**src/rtl/datapath_controller.sv**
```systemverilog
// Sequencer for the 8-register bus datapath: fetch, wait, decode, then 1 or 3 execute steps.
// Optional build macro DATAPATH_CONTROLLER_SINGLE_STEP_EN adds a `step` input and a HOLD state.
module datapath_controller #(
  parameter int          FETCH_WAIT = 1,
  parameter logic [15:0] IDLE_ROUT  = 16'h8000
) (
  input  logic        clock,
  input  logic        resetnot,
`ifdef DATAPATH_CONTROLLER_SINGLE_STEP_EN
  input  logic        step,
`endif
  input  logic [7:0]  instruction,
  output logic [15:0] rout,
  output logic [15:0] ren,
  output logic        addxor,
  output logic        increment,
  output logic        done
);

  typedef enum logic [2:0] {
    S_FETCH, S_WAIT, S_DECODE, S_EXEC1, S_EXEC2, S_EXEC3
`ifdef DATAPATH_CONTROLLER_SINGLE_STEP_EN
    , S_HOLD
`endif
  } state_t;

`ifdef DATAPATH_CONTROLLER_SINGLE_STEP_EN
  localparam state_t RESET_STATE = S_HOLD;
  localparam state_t DONE_NEXT   = S_HOLD;
`else
  localparam state_t RESET_STATE = S_FETCH;
  localparam state_t DONE_NEXT   = S_FETCH;
`endif

  localparam logic [15:0] SEL_G      = 16'h0100;
  localparam logic [15:0] SEL_A      = 16'h0200;
  localparam logic [15:0] SEL_EXTERN = 16'h0400;
  localparam logic [2:0]  WAIT_LAST  = 3'(FETCH_WAIT - 1);

  state_t     state;
  logic [7:0] ir;
  logic [2:0] wait_cnt;
  logic [2:0] rx, ry;

  assign rx = ir[5:3];
  assign ry = ir[2:0];

  function automatic logic [15:0] onehot(input logic [2:0] idx);
    return 16'h0001 << idx;
  endfunction

  // The state names the step issued at the next edge; outputs for that step
  // are registered on the same edge, so each step is visible for one cycle.
  always_ff @(posedge clock or negedge resetnot) begin
    if (!resetnot) begin
      state     <= RESET_STATE;
      ir        <= '0;
      wait_cnt  <= '0;
      rout      <= IDLE_ROUT;
      ren       <= '0;
      addxor    <= 1'b0;
      increment <= 1'b0;
      done      <= 1'b0;
    end else begin
      rout      <= IDLE_ROUT;
      ren       <= '0;
      addxor    <= 1'b0;
      increment <= 1'b0;
      done      <= 1'b0;
      case (state)
        S_FETCH: begin
          increment <= 1'b1;
          wait_cnt  <= '0;
          state     <= S_WAIT;
        end
        S_WAIT: begin
          if (wait_cnt == WAIT_LAST) state <= S_DECODE;
          else                       wait_cnt <= wait_cnt + 3'd1;
        end
        S_DECODE: begin
          ir    <= instruction;
          state <= S_EXEC1;
        end
        S_EXEC1: begin
          case (ir[7:6])
            2'b00: begin
              rout  <= onehot(ry);
              ren   <= onehot(rx);
              done  <= 1'b1;
              state <= DONE_NEXT;
            end
            2'b01: begin
              rout   <= SEL_EXTERN;
              ren    <= onehot(rx);
              addxor <= 1'b1;
              done   <= 1'b1;
              state  <= DONE_NEXT;
            end
            default: begin
              rout  <= onehot(rx);
              ren   <= SEL_A;
              state <= S_EXEC2;
            end
          endcase
        end
        S_EXEC2: begin
          rout   <= onehot(ry);
          ren    <= SEL_G;
          addxor <= ir[6];  // op 11 is XOR
          state  <= S_EXEC3;
        end
        S_EXEC3: begin
          rout  <= SEL_G;
          ren   <= onehot(rx);
          done  <= 1'b1;
          state <= DONE_NEXT;
        end
`ifdef DATAPATH_CONTROLLER_SINGLE_STEP_EN
        S_HOLD: begin
          if (step) state <= S_FETCH;
        end
`endif
        default: state <= RESET_STATE;
      endcase
    end
  end

endmodule

```
**config.mk**
```make
export PLATFORM = sky130hd
export DESIGN_NAME = datapath_controller
export DESIGN_NICKNAME = d
export VERILOG_FILES = /design/src/rtl/datapath_controller.sv
export SDC_FILE = /design/constraint.sdc
export NUM_CORES = 1
export LEC_CHECK = 0
export CAP_MARGIN = 20
export CORE_MARGIN = 10
export CORE_UTILIZATION = 50
export DETAILED_ROUTE_END_ITERATION = 10
export HOLD_SLACK_MARGIN = 0.03
export PLACE_DENSITY_LB_ADDON = 0.1
export SYNTH_ARGS = -nofsm -noshare
export SYNTH_HDL_FRONTEND = slang
export SYNTH_SLANG_ARGS = --single-unit
```
**constraint.sdc**
```tcl
create_clock -name clock -period 2.53 [get_ports clock]
set_clock_uncertainty 0.2 [all_clocks]
set_input_delay 0.506 -clock clock [delete_from_list [all_inputs] [get_ports clock]]
set_output_delay 0.506 -clock clock [all_outputs]
set_load 0.005 [all_outputs]
```
==> results of run 1 <==
==> through the flow <==
| stage | cell area [um^2] | power, uW | hold WS (ns) | util | worst slack [ns] |
|---|---|---|---|---|---|
| finish | 1967 | 1903 | 0.3562 | 0.6496 | 0.4644 |
| floorplan | 1617 | 1350 | 0.01041 | - | 0.9601 |
| CTS | 1967 | 1920 | 0.3559 | 0.6496 | 0.4424 |
| global route | 1967 | 2037 | 0.3952 | 0.6496 | 0.4152 |
| detailed placement | 1907 | 1596 | 0.3250 | 0.6298 | 0.6510 |
| global placement | 1907 | 1561 | 0.3130 | 0.6298 | 0.7150 |
==> cell usage after synthesis <==
cell type / count / area [um^2]
buf_2: 1 / 5.000
o22ai_1: 7 / 43.79
or2_2: 2 / 12.51
dfrtp_1: 37 / 925.9
clkbuf_1: 2 / 7.510
inv_1: 4 / 15.01
o21ai_0: 1 / 5.000
conb_1: 1 / 3.750
o21a_1: 2 / 15.01
a32o_1: 1 / 10.01
a21o_1: 1 / 7.510
nand4_1: 1 / 6.260
nand2b_1: 6 / 37.54
o21ai_1: 1 / 5.000
dfstp_2: 1 / 26.28
and4bb_1: 1 / 12.51
nor2_1: 7 / 26.28
and2_1: 2 / 12.51
nor2_2: 1 / 6.260
nand3b_1: 2 / 15.01
o211ai_1: 1 / 7.510
ha_1: 2 / 25.02
mux2_2: 8 / 90.09
nor3_1: 6 / 30.03
and4b_1: 1 / 10.01
nor4bb_1: 1 / 10.01
nand3_1: 1 / 5.000
a22oi_1: 2 / 15.01
nor3b_2: 2 / 25.02
buf_4: 12 / 90.09
o32ai_1: 2 / 17.52
a21oi_1: 2 / 10.01
nand2_1: 3 / 11.26
nor2b_1: 4 / 25.02
a211o_1: 1 / 8.760
==> cell type report <==
class,count,area share
flip-flops and latches,38,0.4841
multi-input cells,82,0.2780
repair buffers,34,0.1718
clock buffers,7,0.02799
well taps,44,0.02799
inverters,4,0.007634
clock inverters,1,0.002545
==> path summary, 6_finish.rpt <==
| kind | from | to | slack, ns | cells after the start |
|---|---|---|---|---|
| min | wait_cnt[0]$_DFFE_PN0P_ | wait_cnt[0]$_DFFE_PN0P_ | 0.36 | 1 |
| max | rout[15]$_DFF_PN1_ | rout[15] | 0.46 | 1 |
| min reg2reg | wait_cnt[0]$_DFFE_PN0P_ | wait_cnt[0]$_DFFE_PN0P_ | 0.36 | 1 |
| min in group asynchronous | resetnot | rout[0]$_DFF_PN0_ | 0.37 | 2 |
| max reg2reg | state[0]$_DFFE_PN0P_ | ir[5]$_DFFE_PN0P_ | 0.65 | 3 |
| max in group asynchronous | resetnot | rout[15]$_DFF_PN1_ | 1.41 | 2 |
==> logic make-up (layout without fill, tap and decap cells) <==
group,after synthesis,count (layout),synth area share
and+or+nand+nor,40,40,0.1553
DFF,38,38,0.6030
AOI/OAI and AO/OA,21,21,0.09191
buffers and inverters,19,46,0.07448
muxes,8,8,0.05705
adders and majority gates,2,2,0.01585
other,1,11,0.002375
==> state kept, by name (all words and copies together) (netlist names) <==
name       flops
ren           10
rout          11
increment      1
wait_cnt       3
ir             8
addxor         1
done           1
state          3
==> power breakdown <==
part,total (uW),leakage (uW),switching [uW],internal (uW)
Sequential,960,0.000500,190,770
Clock,327,0.0000353,192,135
Combinational,616,0.000348,262,354
Total,1900,0.000883,644,1260
==> layer usage <==
| metal | up-vias | share of wire |
|---|---|---|
| met5 | - | 0 |
| met1 | 519 | 0.40 |
| met4 | 0 | 0.012 |
| met2 | 39 | 0.50 |
| li1 | 500 | - |
| met3 | 3 | 0.084 |
==> results by stage, run 1 <==
Run status:
- The flow ran to the end, and the final reports show no timing, DRC or antenna violations.

Critical path:
- The largest fanout of any net on the critical path is 1.
- The critical path class is register to output pin.
- The number of buffers and inverters on the critical path is 1.
- The critical path goes through clkdlybuf4s50_1.
- STA puts the critical path data required time at between 1.5 and 2 ns.
- The cell family contributing the most delay on the critical path is flip-flops.
- The data arrival time of the critical path is 1.36 ns.
- The category of the worst setup path capture point is an output pin.
- The largest individual stage delay along the critical path comes from the cell dfstp_2.
- The startpoint kind of the worst setup timing path is a register.
- The largest stage delay on the critical path is ~0.52 ns.

Clock network:
- The clock tree from TritonCTS is done.
- Clock tree synthesis selected as its root buffer the cell clkbuf_4.
- The H-tree depth reported by CTS is 2.
- The maximum clock path buffer count is 2.
- Counting the buffers created by CTS gives 5.
- The quantity of gates resized following cts is 0.
- The number of hold buffers added after CTS was 0.
- The clock sink count is 38.
- The clock transition at the registers of the reported paths is 0.11 ns.
- At the later pin of the worst-skew pair, clock insertion delay measures around 0.35 ns.
- The post-CTS repair timing setup buffer count is 0.

Routing:
- Detailed routing inserted a total of between 1000 and 1500 vias.
- The first-pass iteration count of the detailed router is 4.
- After detailed routing, the number of remaining DRC violations is 0.
- The detailed router finished its first iteration with 55 violations.
- After detailed routing, the number of vias per cell comes to roughly 5.1.
- In the final routed layout, each cell accounts on average for about 14 um.
- In this run the remaining antenna-violating nets after routing total 0.
- The routed design has slightly above 3000 um of wire.

Final layout:
- The leading cell type in the layout, fill and taps excluded is dfrtp_1.
- The footprint of the flip-flops and latches is 952.2 um^2.
- The repair_antennas step left the layout with diodes totalling 0.
- The net count of the finished layout is 177.
- Leaving out fill and tap cells, the most frequent cells in the layout are dfrtp_1 (37), clkdlybuf4s50_1 (33), conb_1 (11).
- The number of fill cells is around 260.
- The final standard cell count with taps included and fillers excluded is between 200 and 250.
- The footprint of the multi-input gates is 546.8 um^2.
- The area growth from synthesis to layout is 24.56%.
- In the final layout, the share of cells above drive strength 1 is 0.1325.

Power:
- The analysis attributes to cell leakage a power of between 0.0008 and 0.0009 uW.
- The areal power density over the cells is between 900 and 1000 mW/mm^2.
- The maximum ir drop on the vdd rail is 558.3 uV.

Global route:
- The fraction of met2 tracks used by global routing is 0.1786.
- Across every metal layer, demand over resource in global routing totals 0.1068.
- The initial antenna violation count was 0.
- The number of global-route vias before repair is about 1100.
- Entering global routing, the biggest net connects 39 pins.
- The first global-routing pass estimated ~5000 um of wire.
- The met1 capacity usage during global routing is 0.1076.
- After global routing, the most crowded layer is met2.
- For this run, global-route usage on met3 was measured as 0.05542.
- The aggregate global routing overflow is 0.

Yosys:
- The number of distinct library cells after synthesis is 35.
- The synthesized design contains 38 register bits.
- The count of yosys warnings during synthesis is 0.
- The gate count of the mapped netlist is 129.
- The cell area after synthesis is roughly 0.0016 mm^2.
- In this run the mean area of a mapped cell was between 10 and 15 um^2.
- For this run, the register share of the synthesized area comes to 0.6030.

STA:
- After layout, the minimum clock period comes to ~2.1 ns.
- Adding up every negative setup slack in the final design gives 0 ns.
- Setup repair after global routing left no endpoint under its margin.
- The hold violation count in the final report is 0.
- The post-route clock period utilization is 0.8164.
- Setup violations remaining at the end of the flow were counted as 0.
- The number of max-slew violations in the final report is 0.
- The fmax is ~0.48 GHz.

Floorplan:
- The placeable core area is 0.003028 mm^2.
- In this run the count of I/O pins placed on the die edge is 45.
- The floorplan has 20 rows.
- The die span in y is 76.20 um.
- The total die area is ~0.0058 mm^2.
- The horizontal die dimension is roughly 76 um.
- The initial utilization of the core area, before any placement, comes to 0.5215.

Job:
- The number of violations of the max-capacitance limit is 0.

Placement:
- The global placer's final weighted congestion is about 0.8.
- Once detailed placement completed, the half-perimeter wirelength came to about 2300 um.
- Buffers placed on the I/O ports in this run total 33.
- After detailed placement, the design holds a cell count of roughly 200.

Min path:
- The path class of the lowest-slack min-delay path is register to register.
(Power assumes the default switching activity.)
==> run 2, diff against run 1 <==
- CORE_UTILIZATION: 50 -> 46
- clock period: 2.53 -> 2 ns (I/O delays scaled with it)
==> results by stage, run 2 (synthesis results as in run 1) <==
Clock network:
- The clock passes through at most 2 buffers.
- The post-CTS repair timing setup buffer count is 0.
- The number of clock buffers inserted by TritonCTS is 5.
- The H-tree depth reported by CTS is 2.
- At the later pin of the worst-skew pair, clock insertion delay measures about 0.35 ns.
- After clock tree synthesis, the clock-pin slew on the worst setup and hold paths is around 0.11 ns.
- The root buffer cell is clkbuf_4.
- The clock tree from TritonCTS is done.
- Clock tree synthesis found a total of 38 sinks.

Final layout:
- In the final layout, the registers with the most flip-flops are rout: 11 flops, ren: 10 flops, ir: 8 flops.
- The largest register by flop count is rout.
- The area growth from synthesis to layout is 27.58%.
- The final layout contains between 150 and 200 nets.
- The fraction of final layout cells sized beyond drive strength 1 is 0.1529.
- The number of fill cells is approximately 290.
- The footprint of the multi-input gates is ~550 um^2.
- Leaving out filler cells and counting taps, the final layout contains roughly 220.
- The top cell types in the final layout, fill and taps aside, are dfrtp_1 (37), clkdlybuf4s50_1 (32), conb_1 (11).
- The antenna cell count is 0.
- The library cell used most frequently in the layout, excluding fill and tap cells, is dfrtp_1.
- The number of flip-flops under the largest register name is 11.
- The footprint of the flip-flops and latches is approximately 950 um^2.

Placement:
- At the placement stage, the worst setup path has a slack of between 0.2 and 0.3 ns.
- The count of buffers from port buffering is 33.
- Routability-driven placement finished with a final weighted congestion of between 0.8 and 0.9.
- The HPWL after detailed placement is between 2000 and 2500 um.
- The count of placed standard cells including taps is about 210.

Critical path:
- Along the worst path, the maximum fanout reaches 1.
- The largest single stage delay on the critical path is about 0.50 ns.
- The critical path in this run is classified as register to output pin.
- The worst setup path is launched from a register.
- The number of buffers and inverters on the critical path is 1.
- The cell family contributing the most delay on the critical path is buffers and inverters.
- Data arrives at the worst endpoint at ~1.2 ns.
- STA classifies the critical path endpoint as an output pin.
- The startpoint of the most critical setup path is rout[3]$_DFF_PN0_.
- The signal on the critical path passes through clkdlybuf4s50_1.
- The worst reg2reg path startpoint is state[2]$_DFFE_PN0P_.
- On the critical path, the stage with the largest delay is an instance of clkdlybuf4s50_1.
- Data on the critical path is required at its endpoint by roughly 1.4 ns.

Routing:
- Summing over every cut layer, the via total after detailed routing is 1071.
- The sum of routed wire length over all layers is around 3200 um.
- The pre-antenna-repair detailed-routing pass consisted of 4 iterations.
- For this run, design rule violations remaining after detail routing come to 0.
- The remaining antenna violation count is 0.
- The post-detailed-route wirelength per cell is about 15 um.
- After detailed routing, the number of vias per cell comes to approximately 5.
- The first routing iteration left 105 violations.

Floorplan:
- After floorplanning, the core was sized to cover approximately 0.0033 mm^2.
- The die covers between 0.006 and 0.007 mm^2.
- The floorplan step set the die width to just under 80 um.
- The die span in y is 78.59 um.
- The initialized floorplan defines 21 standard-cell rows.
- For this configuration, the core starts out at a cell density of 0.4732.
- The I/O pin total is between 40 and 50.

Global route:
- The global-route wire length before repair is approximately 5400 um.
- The overall routing resource usage is 0.1084.
- Global routing finished with a remaining overflow of 0.
- The initial antenna violation count is 0.
- The maximum number of pins on one net before global-route repair is 39.
- The number of global-route vias before repair is ~1100.

Power:
- The maximum ir drop on the vdd rail is roughly 560 uV.
- The static power due to leakage is around 0.00091 uW.
- Power spread over the standard cell area amounts to 1230 mW/mm^2.

STA:
- Setup repair after global routing left no endpoint under its margin.
- The final total negative setup slack is 0 ns.
- The number of setup violations in the final report is 0.
- The minimum clock period after layout is 1.800 ns.
- Across all setup checks in the final design, the least slack found is about 0.20 ns.
- The hold violation count in the final report was 0.
- The post-route clock period utilization is 0.9002.
- The number of max-slew violations in the final report was 0.
- Static timing analysis puts the maximum clock frequency at around 0.56 GHz.

Min path:
- The path class of the lowest-slack min-delay path is input pin to asynchronous set/reset pin.

Run status:
- The run finished with clean final reports.

Job:
- The number of violations of the max-capacitance limit is 0.
-- run 2: cell types whose count changed in the layout (fill, tap and decap cells not counted), sizes merged --
cell and change:
buf +4, clkdlybuf4s50 -1, dlymetal6s2s +1
-- run 2: timing repair --
item,CTS,global route
setup endpoints to repair,0,1
hold buffers,0,0
resized for setup,0,1
-- run 2: final timing paths --
path / endpoint / slack, ns / depth (start not counted)
min: rout[3]$_DFF_PN0_ / 0.21 / 2
min in group clock: wait_cnt[0]$_DFFE_PN0P_ / 0.35 / 1
max reg2reg: rout[4]$_DFF_PN0_ / 0.26 / 3
max: rout[3] / 0.20 / 1
max in group asynchronous: rout[15]$_DFF_PN1_ / 1.14 / 2
min reg2reg: wait_cnt[0]$_DFFE_PN0P_ / 0.35 / 1
-- run 2: through the flow --
stage / utilization / instance area (um^2) / total power (uW) / hold slack, ns
2_1_floorplan: - / 1617 / 1708 / -0.09559
3_3_place_gp: 0.5849 / 1952 / 2062 / 0.3068
3_5_place_dp: 0.5849 / 1952 / 2088 / 0.3273
4_1_cts: 0.6029 / 2012 / 2504 / 0.2126
5_1_grt: 0.6037 / 2014 / 2660 / 0.2176
6_report: 0.6037 / 2014 / 2477 / 0.2118
-- run 2: area by class of cell --
| type | instances | share of cell area |
|---|---|---|
| clock buffer | 7 | 0.02733 |
| clock inverter | 1 | 0.002484 |
| inverter | 4 | 0.007453 |
| multi-input combinational | 82 | 0.2714 |
| sequential | 38 | 0.4727 |
| tap | 46 | 0.02857 |
| timing repair buffer | 38 | 0.1901 |
-- run 2: layer usage --
layer,global-route usage,up-vias,share of wire,wire length [um]
met5,0,-,0,0
met4,0.05197,0,0.020,63
met3,0.04784,8,0.059,189
met2,0.1686,34,0.48,1534
met1,0.1252,517,0.44,1412
li1,-,512,-,-
-- run 2: power breakdown --
part	switching [uW]	total, uW	leakage (uW)	internal [uW]
logic	386	880	0.000377	494
clock network	246	416	0.0000353	170
registers	206	1180	0.000500	975
==> run 3, diff against run 2 <==
- CORE_UTILIZATION: 46 -> 50
- PLACE_DENSITY: not set -> 0.95
- PLACE_DENSITY_LB_ADDON: 0.1 -> not set
- clock period: 2 -> 2.1 ns (I/O delays scaled with it)
==> results by stage, run 3 (synthesis results as in run 1) <==
Power:
- The static power due to leakage is approximately 0.00089 uW.
- The switching power as a share of total power is 0.3274.
- Cell internal power was estimated by the tool at about 1600 uW.
- The combinational fraction of design power is 0.316.
- The share of total power dissipated in sequential elements is 0.484.
- Of the total power, the clock network draws 0.200.
- The switching power total is 782.4 uW.
- The areal power density over the cells is 1206 mW/mm^2.
- The maximum ir drop on the vdd rail is approximately 440 uV.

Clock network:
- Counting the buffers created by CTS gives 5.
- TritonCTS built the clock tree.
- Clock-pin slew was measured on the worst setup and hold paths at around 0.11 ns.
- The root buffer cell is clkbuf_4.
- In this run, post-CTS repair resized a total of 0 instances.
- In this run the deepest clock path goes through 2 buffers.
- The H-tree depth reported by CTS is 2.
- The number of buffers inserted for hold repair after clock tree synthesis is 0.
- Post-CTS timing repair inserted 0 buffers for setup.
- For the worst-skew pair, the clock arrives at the later sink with an insertion delay of 0.34 ns.
- The clock sink count is 38.

STA:
- The final total negative setup slack is 0 ns.
- The hold violation count in the final report is 0.
- Counting I/O delays and the setup requirement, the final critical path takes approximately 2.0 ns.
- The post-route clock period utilization is 0.9432.
- Setup repair after global routing left no endpoint under its margin.
- The number of setup violations in the final report is 0.
- The number of max-slew violations in the final report is 0.
- The fmax is 0.5049 GHz.

Final layout:
- The largest registers in the layout are rout: 11 flops, ren: 10 flops, ir: 8 flops.
- The largest register by flop count is rout.
- Leaving out fill and tap cells, the most frequent cells in the layout are dfrtp_1 (37), clkdlybuf4s50_1 (33), conb_1 (11).
- The area growth from synthesis to layout is 25.52%.
- The total number of nets in the final design is 177.
- The register with the most flip-flops in the layout has 11 of them.
- The antenna cell count is 0.
- Of the cells placed in the final design, the portion with a size suffix greater than 1 is 0.1265.
- Measured on the finished design, the core utilization comes to 0.6545.
- The leading cell type in the layout, fill and taps excluded is dfrtp_1.

Floorplan:
- After floorplanning, the core was divided into 20 placement rows.
- The horizontal die dimension is between 70 and 80 um.
- 45 I/O pins were placed.
- The placeable core area is ~0.0030 mm^2.
- The total die area is about 0.0058 mm^2.
- The initial utilization of the core area, before any placement, comes to 0.5215.
- The die is 76.20 um tall.

Critical path:
- The critical path class is register to output pin.
- STA classifies the critical path endpoint as an output pin.
- In this design, the stage delay of the slowest critical-path cell is between 0.5 and 0.6 ns.
- The data arrival time of the critical path is about 1.4 ns.
- The worst endpoint required time is 1.48 ns.
- The startpoint kind of the worst setup timing path is a register.
- The cell family contributing the most delay on the critical path is flip-flops.
- The critical path goes through clkdlybuf4s50_1.
- The cell with the largest stage delay on the worst path is dfstp_2.
- The number of buffers and inverters on the critical path is 1.
- The largest fanout of any net on the critical path is 1.

Global route:
- The aggregate global routing overflow is 0.
- Entering global routing, the biggest net connects 39 pins.
- The met1 capacity usage during global routing is 0.1148.
- The initial antenna violation count was 0.
- The global-route wire length before repair is about 5100 um.
- The highest-utilization routing layer at the global route stage is met2.
- For met2 alone, demand over resource in global routing was 0.1743.
- For this run, global-route usage on met3 was measured as 0.04127.
- The overall routing resource usage is 0.1094.
- The number of global-route vias before repair is around 1100.

Routing:
- The first TritonRoute pass finished after 4 iterations.
- The first routing iteration left roughly 110 violations.
- For this run, design rule violations remaining after detail routing come to 0.
- The detailed router placed ~1100 vias in this run.
- The remaining antenna violation count is 0.
- Dividing the detail-routed via count by the number of cells gives 5.057.
- After detailed routing, the average wire length per cell comes to 14.68 um.
- The routed design has roughly 3100 um of wire.

Placement:
- After legalization and detailed placement, the total HPWL measured roughly 2300 um.
- Routability-driven placement finished with a final weighted congestion of between 0.7 and 0.8.
- The count of buffers from port buffering is 33.

Min path:
- The worst hold path belongs to the class input pin to asynchronous set/reset pin.

Job:
- Across the run, the number of max-cap violations was 0.

Run status:
- The run finished with clean final reports.
[run 3: cell count changes in the layout (fill, tap and decap cells not counted), sizes merged]
cell,previous run,this run
dlymetal6s2s,1,0
bufinv,0,1
clkinv,1,0
clkdlybuf4s50,32,33
buf,5,1
[run 3: path summary, 6_finish.rpt]
check	startpoint	to	slack, ns	cells past startpoint
worst max-delay path	rout[15]$_DFF_PN1_	rout[15]	0.12	1
worst min register to register	wait_cnt[1]$_DFFE_PN0P_	wait_cnt[1]$_DFFE_PN0P_	0.34	1
max in group asynchronous	resetnot	rout[15]$_DFF_PN1_	1.07	2
worst min-delay path	resetnot	ren[3]$_DFF_PN0_	0.29	2
worst max register to register	state[0]$_DFFE_PN0P_	ir[6]$_DFFE_PN0P_	0.25	3
min in group clock	wait_cnt[1]$_DFFE_PN0P_	wait_cnt[1]$_DFFE_PN0P_	0.34	1
[run 3: through the flow]
stage,std cells,area [um^2],setup WS [ns],hold WS (ns),total power (uW)
after global placement,202,1907,0.3506,0.3075,1861
after CTS,210,1982,0.09665,0.3013,2399
final,210,1982,0.1194,0.2941,2390
after floorplan,139,1617,0.5301,-0.07559,1626
after global routing,210,1982,0.07158,0.3185,2532
after detailed placement,202,1907,0.2615,0.3204,1920
[run 3: power by group through the flow]
stage | Combinational (uW) | Clock [uW] | Sequential, uW
3_5_place_dp | 755 | 0 | 1160
3_3_place_gp | 717 | 0 | 1140
5_1_grt | 832 | 510 | 1190
4_1_cts | 763 | 487 | 1150
6_report | 754 | 479 | 1160
2_1_floorplan | 555 | 0 | 1070
[run 3: per-layer routing]
metal / vias up / wire [um]
met5: - / 0
met4: 0 / 108
met3: 10 / 168
met2: 45 / 1488
met1: 506 / 1319
li1: 501 / -
[run 3: cell type report]
cell class,count,area [um^2]
fill,220,1046
sequential,38,952.2
multi-input combinational,82,546.8
timing repair buffer,34,337.8
tap,44,55.05
clock buffer,7,45.04
clock inverter,1,30.03
inverter,4,15.01
